**config.mk**
```make
export PLATFORM = sky130hd
export DESIGN_NAME = mem_port_arbiter
export DESIGN_NICKNAME = d
export VERILOG_FILES = /design/src/rtl/mem_port_arbiter.sv
export SDC_FILE = /design/constraint.sdc
export NUM_CORES = 1
export LEC_CHECK = 0
export CAP_MARGIN = 20
export CORE_MARGIN = 3
export CORE_UTILIZATION = 39
export CTS_CLUSTER_SIZE = 25
export DETAILED_ROUTE_END_ITERATION = 10
export PLACE_DENSITY = 0.89
export SLEW_MARGIN = 10
export SYNTH_ARGS = -nofsm -noshare
export SYNTH_HDL_FRONTEND = slang
export SYNTH_SLANG_ARGS = --single-unit
export TNS_END_PERCENT = 20
```
**constraint.sdc**
```tcl
create_clock -name clk -period 1.8 [get_ports clk]
set_clock_uncertainty 0.1 [all_clocks]
set_input_delay 0.36 -clock clk [delete_from_list [all_inputs] [get_ports clk]]
set_output_delay 0.36 -clock clk [all_outputs]
set_load 0.03 [all_outputs]
```
**src/rtl/mem_port_arbiter.sv**
```systemverilog
// Shares one memory port between the fetch (IFU) and load/store (LSU) requesters, one transaction at a time.
// Define ARB_ROUND_ROBIN_EN to alternate grants on ties; by default the LSU always wins a tie.
module mem_port_arbiter #(
  parameter int unsigned AW      = 32,
  parameter int unsigned DW      = 32,
  parameter int unsigned TIMEOUT = 255
) (
  input  logic          clk,
  input  logic          reset,
  input  logic          ifu_req_valid,
  output logic          ifu_req_ready,
  input  logic [AW-1:0] ifu_addr,
  output logic          ifu_resp_valid,
  output logic [DW-1:0] ifu_rdata,
  output logic          ifu_resp_err,
  input  logic          lsu_req_valid,
  output logic          lsu_req_ready,
  input  logic [AW-1:0] lsu_addr,
  input  logic          lsu_wen,
  input  logic [DW-1:0] lsu_wdata,
  input  logic [3:0]    lsu_wmask,
  output logic          lsu_resp_valid,
  output logic [DW-1:0] lsu_rdata,
  output logic          lsu_resp_err,
  output logic          mem_req_valid,
  input  logic          mem_req_ready,
  output logic [AW-1:0] mem_addr,
  output logic          mem_wen,
  output logic [DW-1:0] mem_wdata,
  output logic [3:0]    mem_wmask,
  input  logic          mem_resp_valid,
  input  logic [DW-1:0] mem_rdata
);

  typedef enum logic [1:0] {
    S_IDLE  = 2'd0,
    S_ISSUE = 2'd1,
    S_WAIT  = 2'd2,
    S_RESP  = 2'd3
  } state_e;

  localparam logic [7:0] TIMEOUT_C = 8'(TIMEOUT);

  state_e        state_q, state_d;
  logic          owner_lsu_q, owner_lsu_d;
  logic [AW-1:0] addr_q, addr_d;
  logic          wen_q, wen_d;
  logic [DW-1:0] wdata_q, wdata_d;
  logic [3:0]    wmask_q, wmask_d;
  logic [7:0]    cnt_q, cnt_d;
  logic [DW-1:0] rdata_q, rdata_d;
  logic          err_q, err_d;

  logic          grant_ifu_s, grant_lsu_s;
  logic          hs_s, resp_s;

`ifdef ARB_ROUND_ROBIN_EN
  logic last_lsu_q, last_lsu_d;

  // Tie goes to whichever requester was not granted last
  always_comb begin
    grant_ifu_s = 1'b0;
    grant_lsu_s = 1'b0;
    if (ifu_req_valid && lsu_req_valid) begin
      grant_ifu_s = last_lsu_q;
      grant_lsu_s = !last_lsu_q;
    end else begin
      grant_ifu_s = ifu_req_valid;
      grant_lsu_s = lsu_req_valid;
    end
  end

  // Remember the winner of every accepted request
  always_comb begin
    last_lsu_d = last_lsu_q;
    if (hs_s) begin
      last_lsu_d = grant_lsu_s;
    end else begin
      last_lsu_d = last_lsu_q;
    end
  end

  // Last-grant register; resets to LSU so the first tie goes to IFU
  always_ff @(posedge clk or negedge reset) begin
    if (!reset) begin
      last_lsu_q <= 1'b1;
    end else begin
      last_lsu_q <= last_lsu_d;
    end
  end
`else
  // Fixed priority with the LSU ahead of the IFU
  always_comb begin
    grant_lsu_s = lsu_req_valid;
    grant_ifu_s = ifu_req_valid && !lsu_req_valid;
  end
`endif

  assign hs_s   = (state_q == S_IDLE) && (grant_ifu_s || grant_lsu_s);
  assign resp_s = (state_q == S_RESP);

  // Next-state and request/response latching
  always_comb begin
    state_d     = state_q;
    owner_lsu_d = owner_lsu_q;
    addr_d      = addr_q;
    wen_d       = wen_q;
    wdata_d     = wdata_q;
    wmask_d     = wmask_q;
    cnt_d       = cnt_q;
    rdata_d     = rdata_q;
    err_d       = err_q;
    case (state_q)
      S_IDLE: begin
        if (hs_s) begin
          owner_lsu_d = grant_lsu_s;
          if (grant_lsu_s) begin
            addr_d  = lsu_addr;
            wen_d   = lsu_wen;
            wdata_d = lsu_wdata;
            wmask_d = lsu_wen ? lsu_wmask : 4'b0000;
          end else begin
            addr_d  = ifu_addr;
            wen_d   = 1'b0;
            wdata_d = '0;
            wmask_d = 4'b0000;
          end
          state_d = S_ISSUE;
        end else begin
          state_d = S_IDLE;
        end
      end
      S_ISSUE: begin
        if (mem_req_ready) begin
          cnt_d   = 8'd0;
          state_d = S_WAIT;
        end else begin
          state_d = S_ISSUE;
        end
      end
      S_WAIT: begin
        if (cnt_q != 8'hFF) begin
          cnt_d = cnt_q + 8'd1;
        end else begin
          cnt_d = cnt_q;
        end
        // A response arriving in the timeout cycle still wins
        if (mem_resp_valid) begin
          rdata_d = mem_rdata;
          err_d   = 1'b0;
          state_d = S_RESP;
        end else if (cnt_q >= TIMEOUT_C) begin
          rdata_d = '0;
          err_d   = 1'b1;
          state_d = S_RESP;
        end else begin
          state_d = S_WAIT;
        end
      end
      S_RESP: begin
        state_d = S_IDLE;
      end
      default: begin
        state_d = S_IDLE;
      end
    endcase
  end

  // State and datapath registers
  always_ff @(posedge clk or negedge reset) begin
    if (!reset) begin
      state_q     <= S_IDLE;
      owner_lsu_q <= 1'b0;
      addr_q      <= '0;
      wen_q       <= 1'b0;
      wdata_q     <= '0;
      wmask_q     <= 4'b0000;
      cnt_q       <= 8'd0;
      rdata_q     <= '0;
      err_q       <= 1'b0;
    end else begin
      state_q     <= state_d;
      owner_lsu_q <= owner_lsu_d;
      addr_q      <= addr_d;
      wen_q       <= wen_d;
      wdata_q     <= wdata_d;
      wmask_q     <= wmask_d;
      cnt_q       <= cnt_d;
      rdata_q     <= rdata_d;
      err_q       <= err_d;
    end
  end

  assign ifu_req_ready  = (state_q == S_IDLE) && grant_ifu_s;
  assign lsu_req_ready  = (state_q == S_IDLE) && grant_lsu_s;

  assign mem_req_valid  = (state_q == S_ISSUE);
  assign mem_addr       = addr_q;
  assign mem_wen        = wen_q;
  assign mem_wdata      = wdata_q;
  assign mem_wmask      = wmask_q;

  // Responses are visible only to the owner and only during RESP
  assign ifu_resp_valid = resp_s && !owner_lsu_q;
  assign ifu_rdata      = (resp_s && !owner_lsu_q) ? rdata_q : '0;
  assign ifu_resp_err   = resp_s && !owner_lsu_q && err_q;
  assign lsu_resp_valid = resp_s && owner_lsu_q;
  assign lsu_rdata      = (resp_s && owner_lsu_q) ? rdata_q : '0;
  assign lsu_resp_err   = resp_s && owner_lsu_q && err_q;

endmodule

```
Yosys cells after proc, flatten, opt, wreduce, memory -nomap -nowiden
Index checks and enable logic that the tools add are counted.

cells by class
  add/sub/neg operators = 1
  order comparisons = 1
  equal/unequal tests = 6
  multiplexer cells = 19
  reduce and logical (&&, ||, !) cells = 17

operator list
  kind                                                       number
  2-to-1 mux 32 bit                                          6
  2-to-1 mux 8 bit                                           2
  case mux 8 bit (2 select lines)                            1
  adder 8 x 1 -> 8 bit (second input constant)               1
  greater-or-equal comparator 8 bit (second input constant)  1
  logical AND 1 bit                                          8
  2-to-1 mux 4 bit                                           2
  inequality test 8 bit (second input constant)              1
  case mux 2 bit (4 select lines)                            1
  2-to-1 mux 1 bit                                           6
  == test 2 bit (second input constant)                      2
  AND reduction 2 bit                                        2
  nonzero test 2 bit                                         2
  AND reduction 3 bit                                        1
  == test 2 x 1 -> 1 bit (second input constant)             1
  logical NOT 1 bit                                          2
  logical NOT 2 bit                                          1
  2-to-1 mux 2 bit                                           1
  inequality test 2 x 1 -> 1 bit (second input constant)     1
  inequality test 2 bit (second input constant)              1
  logical OR 1 bit                                           1

storage, ports and cells
  bits in registers = 113
  input port bits = 139
  output and inout bits = 140
  logic and storage cells = 53

Longest topological paths before layout
  word-level depth = 6
  depth in mapped cells = 7

Worst setup path before layout
OpenSTA, ideal clock, no wires.

  path type = register -> output
  from = register state_q[0]
  to = output port ifu_rdata[22]
  arrival time = 1.712 ns
  data required time = 1.340 ns
  slack = -0.372 ns
  cell stages (with the launch flop) = 5
  path buffers = 1
  cells stage by stage = dfrtp_1 > ha_1 > nor2b_1 > clkbuf_1 > and2_1

on the way
  word-level cells in the longest chain between the ends = 3

RTL lines
  what                    line  RTL
  from (decl)             44    state_e state_q, state_d;
  from (signal assigned)  182   state_q <= state_d;
  == test 2 bit           100   assign resp_s = (state_q == S_RESP);
  logical AND 1 bit       --
  net ifu_resp_valid      13    output logic ifu_resp_valid,
  2-to-1 mux 32 bit       205   assign ifu_rdata = (resp_s && !owner_lsu_q) ? rdata_q : '0;
  to (decl)               14    output logic [DW-1:0] ifu_rdata,

The timed path passes the listed nets, and every way through them passes these cells.

==> out/metrics.csv <==
metric,value,unit
main combinational cell family by area after synthesis,compound AO/OA/AOI/OAI gates,
"Slew Viols, Final",0,
# clock sinks,113,
row count,41,
Post-CTS Setup Bufs,0,
Syn. warnings,0,
clock tree buffer depth,2,
register area share after synthesis,55.8,%
"critical path fanouts, max",34,
Post-Synth XOR/XNOR Area,0,%
hold crit path type,reg2reg,
critical path cell sequence,ha_4 -> nor2b_4 -> buf_12 -> and2_2 -> buf_6,
post-synthesis compound-gate area fraction,18.9,%
Total GRT Usage,22.0,%
first-pass GRT wire length,25000,um
Finish-stage setup viols,71,
fin cells,908,
register bit total from synthesis,113,
global placer's final weighted congestion,0.938,
largest net degree at the start of global routing,114,
Initial Util,40.0,%
number of port buffers,278,
Hold WS,0.370,ns
Area Growth Syn to Fin,71.6,%
status,finished with violations,
post-route minimum period,2.11,ns
top cell type by total area after synthesis,dfrtp_1,
Die Wd,120,um
n_diodes,0,
H-tree depth,4,
antenna violations before repair,0,
Leakage,4.28,nW
Hold Path Stages,2,
required time worst endpoint,1.34,ns
max_cap viols,0,
Crit. End Element,primary output,
top-level port count,279,
Final #Nets,868,
Tcrit/Tclk final,117,%
FF-to-FF End,rdata_q[20],
Post-Place Cells,876,
core area,12700,um^2
Total Die Area,14400,um^2
Crit-path slowest cell,dfrtp_1,
VDD IR max,0.972,mV
clk root buf,clkbuf_16,
WP data arrival,1.65,ns
CP Launch Type,flip-flop,
final WL,15700,um
routed vias/inst,5.21,
drt pass-1 iters,4,
Final ANT Viol Nets,0,
dpl hpwl,11500,um
DRC,0,
min-delay src,mem_addr[17],
post-synthesis cell type count,34,
Synth area leaders,"dfrtp_1 (56%), a22o_1 (12%), mux2i_1 (6.3%)",
failing checks,setup timing,
syn_nets,588,
Hold Path End,mem_addr[17],
Post-Syn Area,5070,um^2
post-synthesis mux area share,6.32,%
post-layout power,13.4,mW
Slew @ Worst Pin,0.595,ns
overflow left after global routing,0,
RSZ-0062 raised after global routing,yes,
Final Hold Viols,0,
Synth Area in Simple Gates,14.0,%
Max Clock Freq,0.473,GHz
Die H,120,um
CTS tree,done,
Pwr Density,1540,nW/um^2
vias in the first global route,4834,
Mean Syn Cell Area,11.4,um^2
insertion delay to the later sink of the worst-skew pair,0.40,ns
FF-to-FF path depth,6,
"Top FF cell, synth",dfrtp_1,
"EDFF count, synth",0,
R2R Setup Slk,0.08,ns
1st-iter DRT viols,266,
ratio of cells with drive above 1 in the final layout,22.0,%
Slew HR,60.3,%
RR Startpoint,cnt_q[0],
crit path kind,reg2out,
CP max stage delay,0.42,ns
clk slew on worst S/H paths,0.05,ns
Async SR Flop Fraction,100,%
Post-Synthesis Cells,444,
Post-Synth Adder-Cell Area,1.23,%
via count,4735,
fin worst setup slack,-0.313,ns
post-synth top area share,55.8,%
Avg WL per Cell,17.3,um
total CTS buffers,17,
-- flip-flops by register name (all words and copies together) (netlist names), named ones only --
name	count
owner_lsu_q	1
mem_wen	1
mem_wdata	32
state_q	1
cnt_q	8
err_q	1
mem_wmask	4
mem_addr	32
rdata_q	32
-- logic make-up after synthesis --
logic type | count (synthesis)
mux | 32
compound gates | 128
simple gates | 126
buf+inv | 40
fa+ha+maj | 5
flops | 113
-- final cells by class --
| cell class | instances | area (um^2) |
|---|---|---|
| clock buffer | 20 | 457 |
| clock inverter | 11 | 138 |
| fill | 886 | 3970 |
| inverter | 3 | 13.8 |
| multi-input combinational | 291 | 2150 |
| sequential | 113 | 2830 |
| tap | 172 | 215 |
| timing repair buffer | 298 | 2900 |
-- placed cells by master, fill, tap and decap left out, drive strengths merged, types with 2 or more instances in the layout --
master and n:
a32o 4, nand2 38, and2 38, clkdlybuf4s50 136
buf 92, mux2i 32, dlygate4sd2 69, a22o 68
nand3 5, clkinv 5, o31ai 2, inv 3
o21ai 41, a21o 2, a21oi 5, a31oi 2
bufinv 3, ha 5, clkbuf 20, clkinvlp 3
and3 35, nor2 2, dfrtp 113
-- Yosys cell counts, drive strengths merged, types with 4 or more instances --
master,count
and2,38
a32o,4
and3,35
buf,19
a21oi,5
nand3,5
ha,5
clkbuf,18
o21ai,41
dfrtp,113
mux2i,32
a22o,68
nand2,38
-- metal layers --
metal / routed length (um) / track usage (%) / vias to the layer above
met4: 441 / 9.38 / 0
met3: 1400 / 7.54 / 38
met5: 0 / 0 / -
li1: - / - / 2177
met1: 6080 / 25.9 / 2269
met2: 7790 / 36.7 / 251
-- power breakdown --
| part | internal (mW) | switching [mW] |
|---|---|---|
| sequential | 3.63 | 0.695 |
| clock | 2.22 | 1.13 |
| combinational | 2.31 | 3.46 |
-- through the flow --
| stage | setup TNS [ns] | worst slack [ns] | util (%) | instance area, um^2 |
|---|---|---|---|---|
| finish | -15.71 | -0.313 | 68.7 | 8700 |
| global route | -21.19 | -0.376 | 68.7 | 8700 |
| CTS | -18.12 | -0.331 | 68.5 | 8680 |
| detailed placement | -0.0685 | -0.0378 | 63.0 | 7980 |
| global placement | 0 | 0.0237 | 63.0 | 7980 |
| floorplan | 0 | 0.00182 | - | 5110 |
-- worst max-delay path: cells and delay by family, from the launching register on --
kind / cells / cell delay (ns)
adders and majority gates: 1 / 0.19
DFF: 1 / 0.42
buffers and inverters: 2 / 0.29
and+or+nand+nor: 2 / 0.34
-- repair_timing --
item / 4_1_cts / 5_1_grt
endpoints found under the hold margin: 113 / 0
hold buffers: 1 / 0
resized for setup: 126 / 3
setup endpoints to repair: 140 / 103
pin swaps: 4 / 6
-- worst max path at each step --
| stage | start | end | slack (ns) |
|---|---|---|---|
| global route | flip-flop | ifu_rdata[14] | -0.38 |
| global placement | mem_req_ready | cnt_q[3] | 0.02 |
| finish | flip-flop | ifu_rdata[14] | -0.31 |
| CTS | flip-flop | ifu_rdata[25] | -0.33 |
| floorplan | state_q[0] | ifu_rdata[22] | 0.002 |
| detailed placement | mem_req_ready | cnt_q[3] | -0.04 |
(Power assumes the default switching activity.)
